==> src/rtl/mips_program_loader.sv <==
// mips_program_loader: boot-time loader that sits in front of the single-cycle MIPS core.
// It receives the program image as a byte stream, packs it big-endian into 32-bit words,
// and writes each word to consecutive word-aligned instruction-memory addresses. The core
// is held in reset until the whole image has been written.
//
// Optional feature: define CHECKSUM_EN to expect a trailing 4-byte XOR checksum of the image.
//
// Ports:
//   clk_i          clock, rising edge
//   rst_i          synchronous active-high reset
//   start_i        1-cycle pulse that begins a load; num_words_i is sampled on the same cycle
//   num_words_i    image length in words
//   byte_in_i      stream data
//   byte_valid_i   stream data valid
//   byte_ready_o   loader accepts byte_in_i (transfer = byte_valid_i & byte_ready_o)
//   imem_we_o      instruction-memory write strobe
//   imem_addr_o    instruction-memory byte address (word index * 4)
//   imem_wdata_o   packed instruction word
//   cpu_rst_o      core reset; high until the image is loaded
//   busy_o         load in progress
//   done_o         image loaded, core running
//   err_o          load failed, core held in reset
module mips_program_loader #(
    parameter int unsigned ADDR_W    = 8,
    parameter int unsigned MAX_WORDS = 256
) (
    input  logic              clk_i,
    input  logic              rst_i,
    input  logic              start_i,
    input  logic [ADDR_W:0]   num_words_i,
    input  logic [7:0]        byte_in_i,
    input  logic              byte_valid_i,
    output logic              byte_ready_o,
    output logic              imem_we_o,
    output logic [31:0]       imem_addr_o,
    output logic [31:0]       imem_wdata_o,
    output logic              cpu_rst_o,
    output logic              busy_o,
    output logic              done_o,
    output logic              err_o
);

    localparam int unsigned CNT_W = ADDR_W + 1;

    typedef enum logic [2:0] {
        S_IDLE,
        S_RECV,
        S_WRITE,
        S_DONE,
`ifdef CHECKSUM_EN
        S_CHECK,
`endif
        S_ERR
    } state_e;

    state_e             state_q;
    logic [CNT_W-1:0]   num_words_q;
    logic [CNT_W-1:0]   word_idx_q;
    logic [1:0]         byte_cnt_q;
    logic [31:0]        buf_q;
    logic               byte_ready_q;
    logic               imem_we_q;
    logic [31:0]        imem_addr_q;
    logic [31:0]        imem_wdata_q;
    logic               cpu_rst_q;
    logic               busy_q;
    logic               done_q;
    logic               err_q;
`ifdef CHECKSUM_EN
    logic [31:0]        xor_q;
`endif

    // Word buffer after shifting in the current byte; the first byte lands in [31:24].
    logic [31:0]        buf_d;
    logic [CNT_W-1:0]   word_idx_d;
    logic               xfer_c;

    always_comb begin
        buf_d      = {buf_q[23:0], byte_in_i};
        word_idx_d = word_idx_q + CNT_W'(1);
        xfer_c     = byte_valid_i & byte_ready_q;
    end

    // Loader FSM with registered outputs.
    always_ff @(posedge clk_i) begin
        if (rst_i) begin
            state_q      <= S_IDLE;
            num_words_q  <= '0;
            word_idx_q   <= '0;
            byte_cnt_q   <= '0;
            buf_q        <= '0;
            byte_ready_q <= 1'b0;
            imem_we_q    <= 1'b0;
            imem_addr_q  <= '0;
            imem_wdata_q <= '0;
            cpu_rst_q    <= 1'b1;
            busy_q       <= 1'b0;
            done_q       <= 1'b0;
            err_q        <= 1'b0;
`ifdef CHECKSUM_EN
            xor_q        <= '0;
`endif
        end else begin
            imem_we_q <= 1'b0;
            case (state_q)
                // Idle, finished and failed states all accept a new load.
                S_IDLE, S_DONE, S_ERR: begin
                    if (start_i) begin
                        done_q      <= 1'b0;
                        err_q       <= 1'b0;
                        cpu_rst_q   <= 1'b1;
                        word_idx_q  <= '0;
                        byte_cnt_q  <= '0;
                        num_words_q <= num_words_i;
`ifdef CHECKSUM_EN
                        xor_q       <= '0;
`endif
                        if (num_words_i > CNT_W'(MAX_WORDS)) begin
                            state_q <= S_ERR;
                            err_q   <= 1'b1;
                        end else if (num_words_i == '0) begin
`ifdef CHECKSUM_EN
                            state_q      <= S_CHECK;
                            byte_ready_q <= 1'b1;
                            busy_q       <= 1'b1;
`else
                            state_q      <= S_DONE;
`endif
                        end else begin
                            state_q      <= S_RECV;
                            byte_ready_q <= 1'b1;
                            busy_q       <= 1'b1;
                        end
                    end else if (state_q == S_DONE) begin
                        // Release the core one cycle after DONE is entered.
                        done_q    <= 1'b1;
                        cpu_rst_q <= 1'b0;
                    end
                end

                S_RECV: begin
                    if (xfer_c) begin
                        buf_q      <= buf_d;
                        byte_cnt_q <= byte_cnt_q + 2'd1;
                        if (byte_cnt_q == 2'd3) begin
                            state_q      <= S_WRITE;
                            byte_ready_q <= 1'b0;
                            imem_we_q    <= 1'b1;
                            imem_addr_q  <= 32'({word_idx_q[ADDR_W-1:0], 2'b00});
                            imem_wdata_q <= buf_d;
`ifdef CHECKSUM_EN
                            xor_q        <= xor_q ^ buf_d;
`endif
                        end
                    end
                end

                S_WRITE: begin
                    word_idx_q <= word_idx_d;
                    if (word_idx_d == num_words_q) begin
`ifdef CHECKSUM_EN
                        state_q      <= S_CHECK;
                        byte_ready_q <= 1'b1;
`else
                        state_q      <= S_DONE;
                        busy_q       <= 1'b0;
`endif
                    end else begin
                        state_q      <= S_RECV;
                        byte_ready_q <= 1'b1;
                    end
                end

`ifdef CHECKSUM_EN
                // Trailing checksum is compared against the XOR of all written words.
                S_CHECK: begin
                    if (xfer_c) begin
                        buf_q      <= buf_d;
                        byte_cnt_q <= byte_cnt_q + 2'd1;
                        if (byte_cnt_q == 2'd3) begin
                            byte_ready_q <= 1'b0;
                            busy_q       <= 1'b0;
                            if (buf_d == xor_q) begin
                                state_q <= S_DONE;
                            end else begin
                                state_q <= S_ERR;
                                err_q   <= 1'b1;
                            end
                        end
                    end
                end
`endif

                default: begin
                    state_q <= S_IDLE;
                end
            endcase
        end
    end

    assign byte_ready_o = byte_ready_q;
    assign imem_we_o    = imem_we_q;
    assign imem_addr_o  = imem_addr_q;
    assign imem_wdata_o = imem_wdata_q;
    assign cpu_rst_o    = cpu_rst_q;
    assign busy_o       = busy_q;
    assign done_o       = done_q;
    assign err_o        = err_q;

endmodule

==> config.mk <==
export PLATFORM = sky130hd
export DESIGN_NAME = mips_program_loader
export DESIGN_NICKNAME = d
export VERILOG_FILES = /design/src/rtl/mips_program_loader.sv
export SDC_FILE = /design/constraint.sdc
export NUM_CORES = 1
export LEC_CHECK = 0
export CORE_UTILIZATION = 54
export DETAILED_ROUTE_END_ITERATION = 8
export PLACE_DENSITY = 0.93
export SKIP_CTS_REPAIR_TIMING = 1
export SYNTH_ARGS = -nofsm -noshare
export SYNTH_HDL_FRONTEND = slang
export SYNTH_SLANG_ARGS = --single-unit
export TNS_END_PERCENT = 5
==> constraint.sdc <==
create_clock -name clk_i -period 3.15 [get_ports clk_i]
set_input_delay 0.7875 -clock clk_i [delete_from_list [all_inputs] [get_ports clk_i]]
set_output_delay 0.7875 -clock clk_i [all_outputs]
set_load 0.05 [all_outputs]
### Word level (Yosys, flattened, before mapping)

Cells that the tools add are included.

* output and inout bits: 70
* word-level logic and storage cells: 76
* register bits: 93
* latch bits: 0
* memories: 0
* memory bits (writable): 0
* input port bits: 21
* ROM bits: 0

* shift-type cells: 0
* multiply operators: 0
* equal/unequal tests: 13
* add/sub/neg operators: 2
* div/mod/pow operators: 0
* muxes and demuxes: 27
* reduce and logical (&&, ||, !) cells: 17
* bitwise operators: 3
* magnitude comparators: 1

Operators by type and width (count)
* $pmux W9 S2: 1
* $ne A2 B2 Y1 const B: 7
* $mux W1: 13
* $mux W3: 4
* $add A9 B1 Y9 const B: 1
* $eq A9 B9 Y1: 1
* $gt A9 B9 Y1 const B: 1
* $logic_not A9 Y1: 1
* $mux W9: 1
* $pmux W3 S3: 1
* $reduce_and A3 Y1: 3
* $mux W2: 4
* $reduce_and A2 Y1: 4
* $reduce_and A7 Y1: 1
* $eq A3 B2 Y1 const B: 2
* $reduce_bool A2 Y1: 3
* $reduce_or A3 Y1: 2
* $reduce_and A5 Y1: 1
* $pmux W2 S2: 1
* $eq A3 B1 Y1 const B: 1
* $eq A3 B3 Y1 const B: 1
* $logic_not A3 Y1: 1
* $pmux W1 S3: 1
* $reduce_bool A3 Y1: 1
* 5 further kinds: 6

### Longest topological paths before layout

Gate-level depths: netlist (run 1).

* depth after elaboration: 5
* gate-level depth with buffers: 8
* depth with buffers taken out: 6

### Worst setup path after synthesis (run 1)

OpenSTA, ideal clock, no wires.

* path type: input port to flip-flop
* start: in num_words_i[3]
* end: reg busy_q (netlist: busy_o)
* setup time: 86 ps
* required time: 3064 ps
* stages on the path: 5
* setup slack: 1199 ps
* arrival time: 1866 ps
* buffers on the path: 0
* cells stage by stage: nor4_1 > a21boi_0 > o21ai_0 > a31oi_1 > a211oi_1

* word-level cells in the longest chain between the ends: 3
* elaborated cells on any way between the ends: 5
* those cells by class: order compare: 1; eq/ne: 2; reduce/logical: 2

RTL lines
* start: declaration: RTL line 30 `input logic [ADDR_W:0] num_words_i,`
* $gt A9 B9 Y1 / $logic_not A9 Y1 (equally long branches): RTL line 118, 121
* $ne A2 B2 Y1 (no source line)
* $reduce_and A5 Y1 (no source line) *
* end signal: assignment: RTL line 97 `busy_q <= 1'b0;`
* end signal: assignment: RTL line 132 `busy_q <= 1'b1;`
* end signal: assignment: RTL line 166 `busy_q <= 1'b0;`
* end: declaration: RTL line 66 `logic busy_q;`

Mark *: on every way between the ends. The rest lies on a longest branch, timed or not.
A chain may end at the register's enable or synchronous reset.

### Worst setup path after layout (run 1)

* start: reg byte_ready_q (netlist: byte_ready_o)
* end: out byte_ready_o

RTL lines
* start: declaration: RTL line 61 `logic byte_ready_q;`
* start signal: assignment: RTL line 92 `byte_ready_q <= 1'b0;`
* start signal: assignment: RTL line 131 `byte_ready_q <= 1'b1;`
* start signal: assignment: RTL line 147 `byte_ready_q <= 1'b0;`
* end: declaration: RTL line 33 `output logic byte_ready_o,`

No word-level cell between the ends.

==> results of run 1 <==
[routing by layer]
metal  global-route usage [%]  vias to the layer above  part of all wire (%)
li1                         -                     1735                     -
met1                    29.14                     1647                    42
met2                    39.58                      122                    50
met3                    3.825                       12                   6.2
met4                    7.185                        0                   1.2
met5                        0                        -                     0
[registers in the layout (all words and copies together) (netlist names)]
name	cells
imem_wdata_o	32
buf_q	24
num_words_q	9
word_idx_q	9
imem_addr_o	8
state_q	3
byte_cnt_q	2
busy_o	1
byte_ready_o	1
cpu_rst_o	1
done_o	1
err_o	1
imem_we_o	1
[through the flow]
stage / util [%] / instances / total power [µW] / instance area (µm²) / hold WS (ns)
after floorplan: - / 529 / 1470 / 4128 / 0.4322
after global placement: 63.52 / 640 / 1507 / 4607 / 0.4396
after detailed placement: 63.52 / 640 / 1513 / 4607 / 0.4436
after CTS: 66.57 / 656 / 2362 / 4828 / 0.4600
after global routing: 66.57 / 656 / 2437 / 4828 / 0.4735
final: 66.57 / 656 / 2354 / 4828 / 0.4592
[cell usage after synthesis, types with 2 or more instances]
library cell    n
xnor2_1         8
a211oi_1        4
and3b_1         2
a31oi_1         2
or3_1           3
buf_6           3
clkbuf_1       21
xor2_1          3
nand3_1         5
nand4b_1        4
buf_4          26
nor2b_1         2
nand2b_1        3
mux2i_1         9
nor3_1          4
nor4_1          3
nand4_1         3
o21ai_0        11
ha_1            2
dfxtp_1        93
buf_2          10
a21oi_1        87
nor2_1         28
inv_1           4
and2_1          2
nand2_1       137
and3_1          2
[area by class of cell]
cell class	count	area [µm²]
clock buffer	9	123.9
clock inverter	7	97.59
fill	590	2425
inverter	4	15.01
multi-input combinational	372	1893
sequential	93	1862
tap	99	123.9
timing repair buffer	72	713.2
[cells by family (layout without fill, tap and decap cells)]
kind of cell	count (synthesis)	count (layout)	share of synthesized area (%)
AO/OA/AOI/OAI	113	113	15.11
flip-flops	93	93	46.07
XOR/XNOR	12	12	2.787
other	1	24	0.09279
AND/OR/NAND/NOR	212	212	23.87
multiplexers	9	9	2.229
adder cells (fa/ha/maj)	2	2	0.6191
buffers and inverters	64	92	9.226
[final timing paths]
kind | start | endpoint | slack (ns) | cells past startpoint
worst max-delay path | byte_ready_o | byte_ready_o | 0.71 | 1
worst min-delay path | buf_q[22] | imem_wdata_o[30] | 0.46 | 2
worst max register to register | word_idx_q[0] | state_q[1] | 0.77 | 6
worst min register to register | buf_q[22] | imem_wdata_o[30] | 0.46 | 2
[power breakdown]
group | internal [µW] | total, µW | switching, µW
clock | 396 | 865 | 469
combinational | 85.2 | 264 | 179
sequential | 1200 | 1220 | 29.1
==> out/qor.txt, run 1 <==
Initial antenna violation count: 0
Routed wire length: 8791 µm
Dominant cells by area after synthesis: dfxtp_1 (46%), nand2_1 (13%), a21oi_1 (11%)
Diode count: 0
CP endpoint kind: primary output
Setup violations, final: 0
H-Tree Level Count: 3
Pre-CTS setup slack: 0.3465 ns
Core Area: 0.007253 mm²
Die width: 88.51 µm
Area of the mapped netlist: 0.004041 mm²
Post-synthesis register bit count: 93
Largest net degree at the start of global routing: 59
DR pass1 iterations: 5
Synthesis-to-layout area growth: 19.47%
Top Family by Delay on Critical Path: buffers and inverters
Maxcap violations: 0
Sequential area share after synthesis: 46.07%
FMAX: 410.6 MHz
Peak supply drop: 271.7 µV
Skew final: 0.01560 ns
Critical path arrival: 1.65 ns
CP Launch Type: flop
Port buffer count: 66
Worst-path fanout max: 5
Clock latency on the worst-skew pair: 0.36 ns
Slew headroom: 36.20%
Status: completed
I/O Pins: 91
Initial Utilization: 55.72%
Max-slew violation count: 0
Share of cells above drive strength 1: 5.925%
Reg clk slew, reported paths: 0.09 ns
Final HPWL DP: 6014 µm
Dominant synthesized flop cell: dfxtp_1
Period minus WS final: 2.436 ns
Post-synth ARST share: 0%
Num CTS Buffers: 9
Via count: 3516
CTS tree: done
Vias in the first global route: 3114
Avg WL per Cell: 13.40 µm
Iter 0 DRT Violations: 259
Min-Delay Path Class: reg -> reg
Row count: 31
Synthesis warning total: 0
Crit path kind: reg -> out
Synth cell types: 52
Nets@finish: 575
Most common cell after layout, fill and taps aside: nand2_1
First-pass GRT wire length: 14060 µm
GP Congestion: 0.8757
Final antenna-violating net count: 0
Clk buf depth: 2
CP max-delay cell: clkdlybuf4s50_1
CP required: 2.36 ns
Final-report hold violation count: 0
Highest-count cells in the layout ignoring fill and taps: nand2_1 (137), dfxtp_1 (93), a21oi_1 (87)
Yosys top cell area share: 46.07%
Crit path buf inv count: 1
Largest area contributor in the netlist: dfxtp_1
Number of synthesized flops with an enable pin: 0
DRC violations left: 0
Fin crit share: 77.33%
Worst-margin pin slew: 0.9571 ns
Mean Syn Cell Area: 7.987 µm²
Vias/cell: 5.360
Final worst slack: 0.7142 ns
Total grt overflow: 0
Leakage: 0.001694 µW
GRT Util Overall: 22.87%
Root Driver: clkbuf_8
Setup TNS: 0 ns
Peak per-stage delay on the critical path: 0.85 ns
PD cells: 487.6 mW/mm²
Post-Synthesis Cells: 506
Clock sinks: 93
Die area: 0.007834 mm²
RSZ-0062 raised after global routing: no
Overall die height: 88.51 µm
Critical-path cell list: clkdlybuf4s50_1
(Power assumes the default switching activity.)
==> run 2: changes to the inputs <==
--- a/config.mk
+++ b/config.mk
@@ -5,9 +5,9 @@
 export SDC_FILE = /design/constraint.sdc
 export NUM_CORES = 1
 export LEC_CHECK = 0
-export CORE_UTILIZATION = 54
+export CORE_UTILIZATION = 50
 export DETAILED_ROUTE_END_ITERATION = 8
-export PLACE_DENSITY = 0.93
+export PLACE_DENSITY = 0.87
 export SKIP_CTS_REPAIR_TIMING = 1
 export SYNTH_ARGS = -nofsm -noshare
 export SYNTH_HDL_FRONTEND = slang
==> constraint.sdc (replaced) <==
create_clock -name clk_i -period 2.5 [get_ports clk_i]
set_input_delay 0.625 -clock clk_i [delete_from_list [all_inputs] [get_ports clk_i]]
set_output_delay 0.625 -clock clk_i [all_outputs]
set_load 0.05 [all_outputs]
==> out/qor.txt, run 2 (synthesis results as in run 1) <==
Initial antenna violation count: 0 (unchanged)
Vias in the first global route: 3310 (+6.3%)
Clock latency on the worst-skew pair: 0.36 ns (about the same)
Leakage: 0.001701 µW (+0.41%)
Crit path buf inv count: 1 (unchanged)
PD cells: 585.5 mW/mm² (+20%)
Port buffer count: 66 (unchanged)
Max-slew violation count: 0 (unchanged)
Min-Delay Path Class: reg -> reg
Row count: 32 (+3.2%)
Num CTS Buffers: 9 (unchanged)
Setup violations, final: 0 (unchanged)
Highest-count cells in the layout ignoring fill and taps: nand2_1 (137), dfxtp_1 (93), a21oi_1 (87)
Met1 GRT Util: 25.89% (-3.3 points)
CP endpoint kind: primary output
Clk buf depth: 2 (unchanged)
Maxcap violations: 0 (unchanged)
Iter 0 DRT Violations: 186 (-28%)
Initial Utilization: 52.03% (-3.7 points)
Total grt overflow: 0 (unchanged)
GR Util met3: 4.809% (+0.98 points)
Status: completed
Largest net degree at the start of global routing: 75 (+27%)
H-Tree Level Count: 3 (unchanged)
Via count: 3516 (unchanged)
GRT Util Overall: 22.06% (-0.81 points)
CP max-delay cell: clkdlybuf4s50_1
RSZ-0062 raised after global routing: no
CTS tree: done
Slew headroom: 57.97% (+22 points)
Final-report hold violation count: 0 (unchanged)
Worst-margin pin slew: 0.6296 ns (-0.3275 ns)
CP required: 1.88 ns (-0.48 ns)
Overall die height: 91.91 µm (+3.8%)
Reg clk slew, reported paths: 0.10 ns (about the same)
Final HPWL DP: 6017 µm (about the same)
Routed wire length: 8839 µm (+0.55%)
Max reg flops: 32 (unchanged)
Clock sinks: 93 (unchanged)
Core Area: 0.007767 mm² (+7.1%)
Die area: 0.008447 mm² (+7.8%)
Period minus WS final: 2.253 ns
Met2 usage: 38.81% (-0.77 points)
Final worst slack: 0.2467 ns (-0.4676 ns)
Most common cell after layout, fill and taps aside: nand2_1
Share of cells above drive strength 1: 6.927% (+1.0 points)
Filler instances: 675 (+14%)
Setup TNS: 0 ns (unchanged)
Diode count: 0 (unchanged)
Worst-path fanout max: 5 (unchanged)
DR pass1 iterations: 4 (-1)
CP Launch Type: flop
Nets@finish: 581 (+1.0%)
Final antenna-violating net count: 0 (unchanged)
Reg2Reg Setup Slack: 0.36 ns (-0.41 ns)
Peak per-stage delay on the critical path: 0.84 ns (about the same)
Root Driver: clkbuf_8
I/O Pins: 91 (unchanged)
Finished Core Util: 62.53% (-4.0 points)
Vias/cell: 5.287 (-1.4%)
Most Crowded Layer GR: met2
Die width: 91.91 µm (+3.8%)
Fin crit share: 90.13%
FMAX: 443.8 MHz
First-pass GRT wire length: 14930 µm (+6.2%)
Critical-path cell list: clkdlybuf4s50_1
Peak supply drop: 259.0 µV (-4.7%)
Critical path arrival: 1.63 ns (-0.02 ns)
Pre-CTS setup slack: 0.09626 ns (-0.2502 ns)
Skew final: 0.01124 ns (-0.004363 ns)
Top Family by Delay on Critical Path: buffers and inverters
GP Congestion: 0.9077 (+3.7%)
Synthesis-to-layout area growth: 20.19%
DRC violations left: 0 (unchanged)
Crit path kind: reg -> out
Avg WL per Cell: 13.29 µm (-0.81%)
[run 2: cell count changes in the layout (fill, tap and decap cells not counted)]
cell        previous run  this run
clkinvlp_4             0         3
inv_6                  2         1
buf_12                 1         2
bufinv_16              1         0
buf_4                  5        10
clkinv_8               1         0
[run 2: area by class of cell]
class | count | area, µm² | share of cell area [%]
Timing Repair Buffer | 78 | 770.7 | 15.87
Sequential cell | 93 | 1862 | 38.33
Multi-Input combinational cell | 372 | 1893 | 38.97
Tap cell | 102 | 127.6 | 2.628
Inverter | 4 | 15.01 | 0.3091
Clock inverter | 7 | 65.06 | 1.340
Clock buffer | 9 | 123.9 | 2.550
[run 2: final timing paths]
kind / startpoint / cells after the start / endpoint
setup / recovery: byte_ready_o / 1 / byte_ready_o
setup reg to reg: word_idx_q[1] / 6 / state_q[1]
hold / removal: buf_q[19] / 2 / imem_wdata_o[27]
hold reg to reg: buf_q[19] / 2 / imem_wdata_o[27]
[run 2: metal layers]
metal / share of wire (%) / routed length [µm] / vias up
met5: 0 / 0 / -
met2: 50 / 4450 / 126
met1: 43 / 3772 / 1626
met3: 5.4 / 480 / 16
li1: - / - / 1748
met4: 1.5 / 136 / 0
[run 2: through the flow]
| stage | cells | hold WS (ns) | cell area [µm²] | total power, µW |
|---|---|---|---|---|
| global placement | 649 | 0.4406 | 4668 | 1903 |
| global route | 665 | 0.4727 | 4857 | 2970 |
| detailed placement | 649 | 0.4465 | 4668 | 1912 |
| finish | 665 | 0.4578 | 4857 | 2844 |
| floorplan | 529 | 0.4322 | 4128 | 1853 |
| CTS | 665 | 0.4604 | 4857 | 2862 |
[run 2: power breakdown]
group          internal [µW]  switching [µW]
combinational            111             228
sequential              1510            34.4
clock                    386             578
total                   2000             841
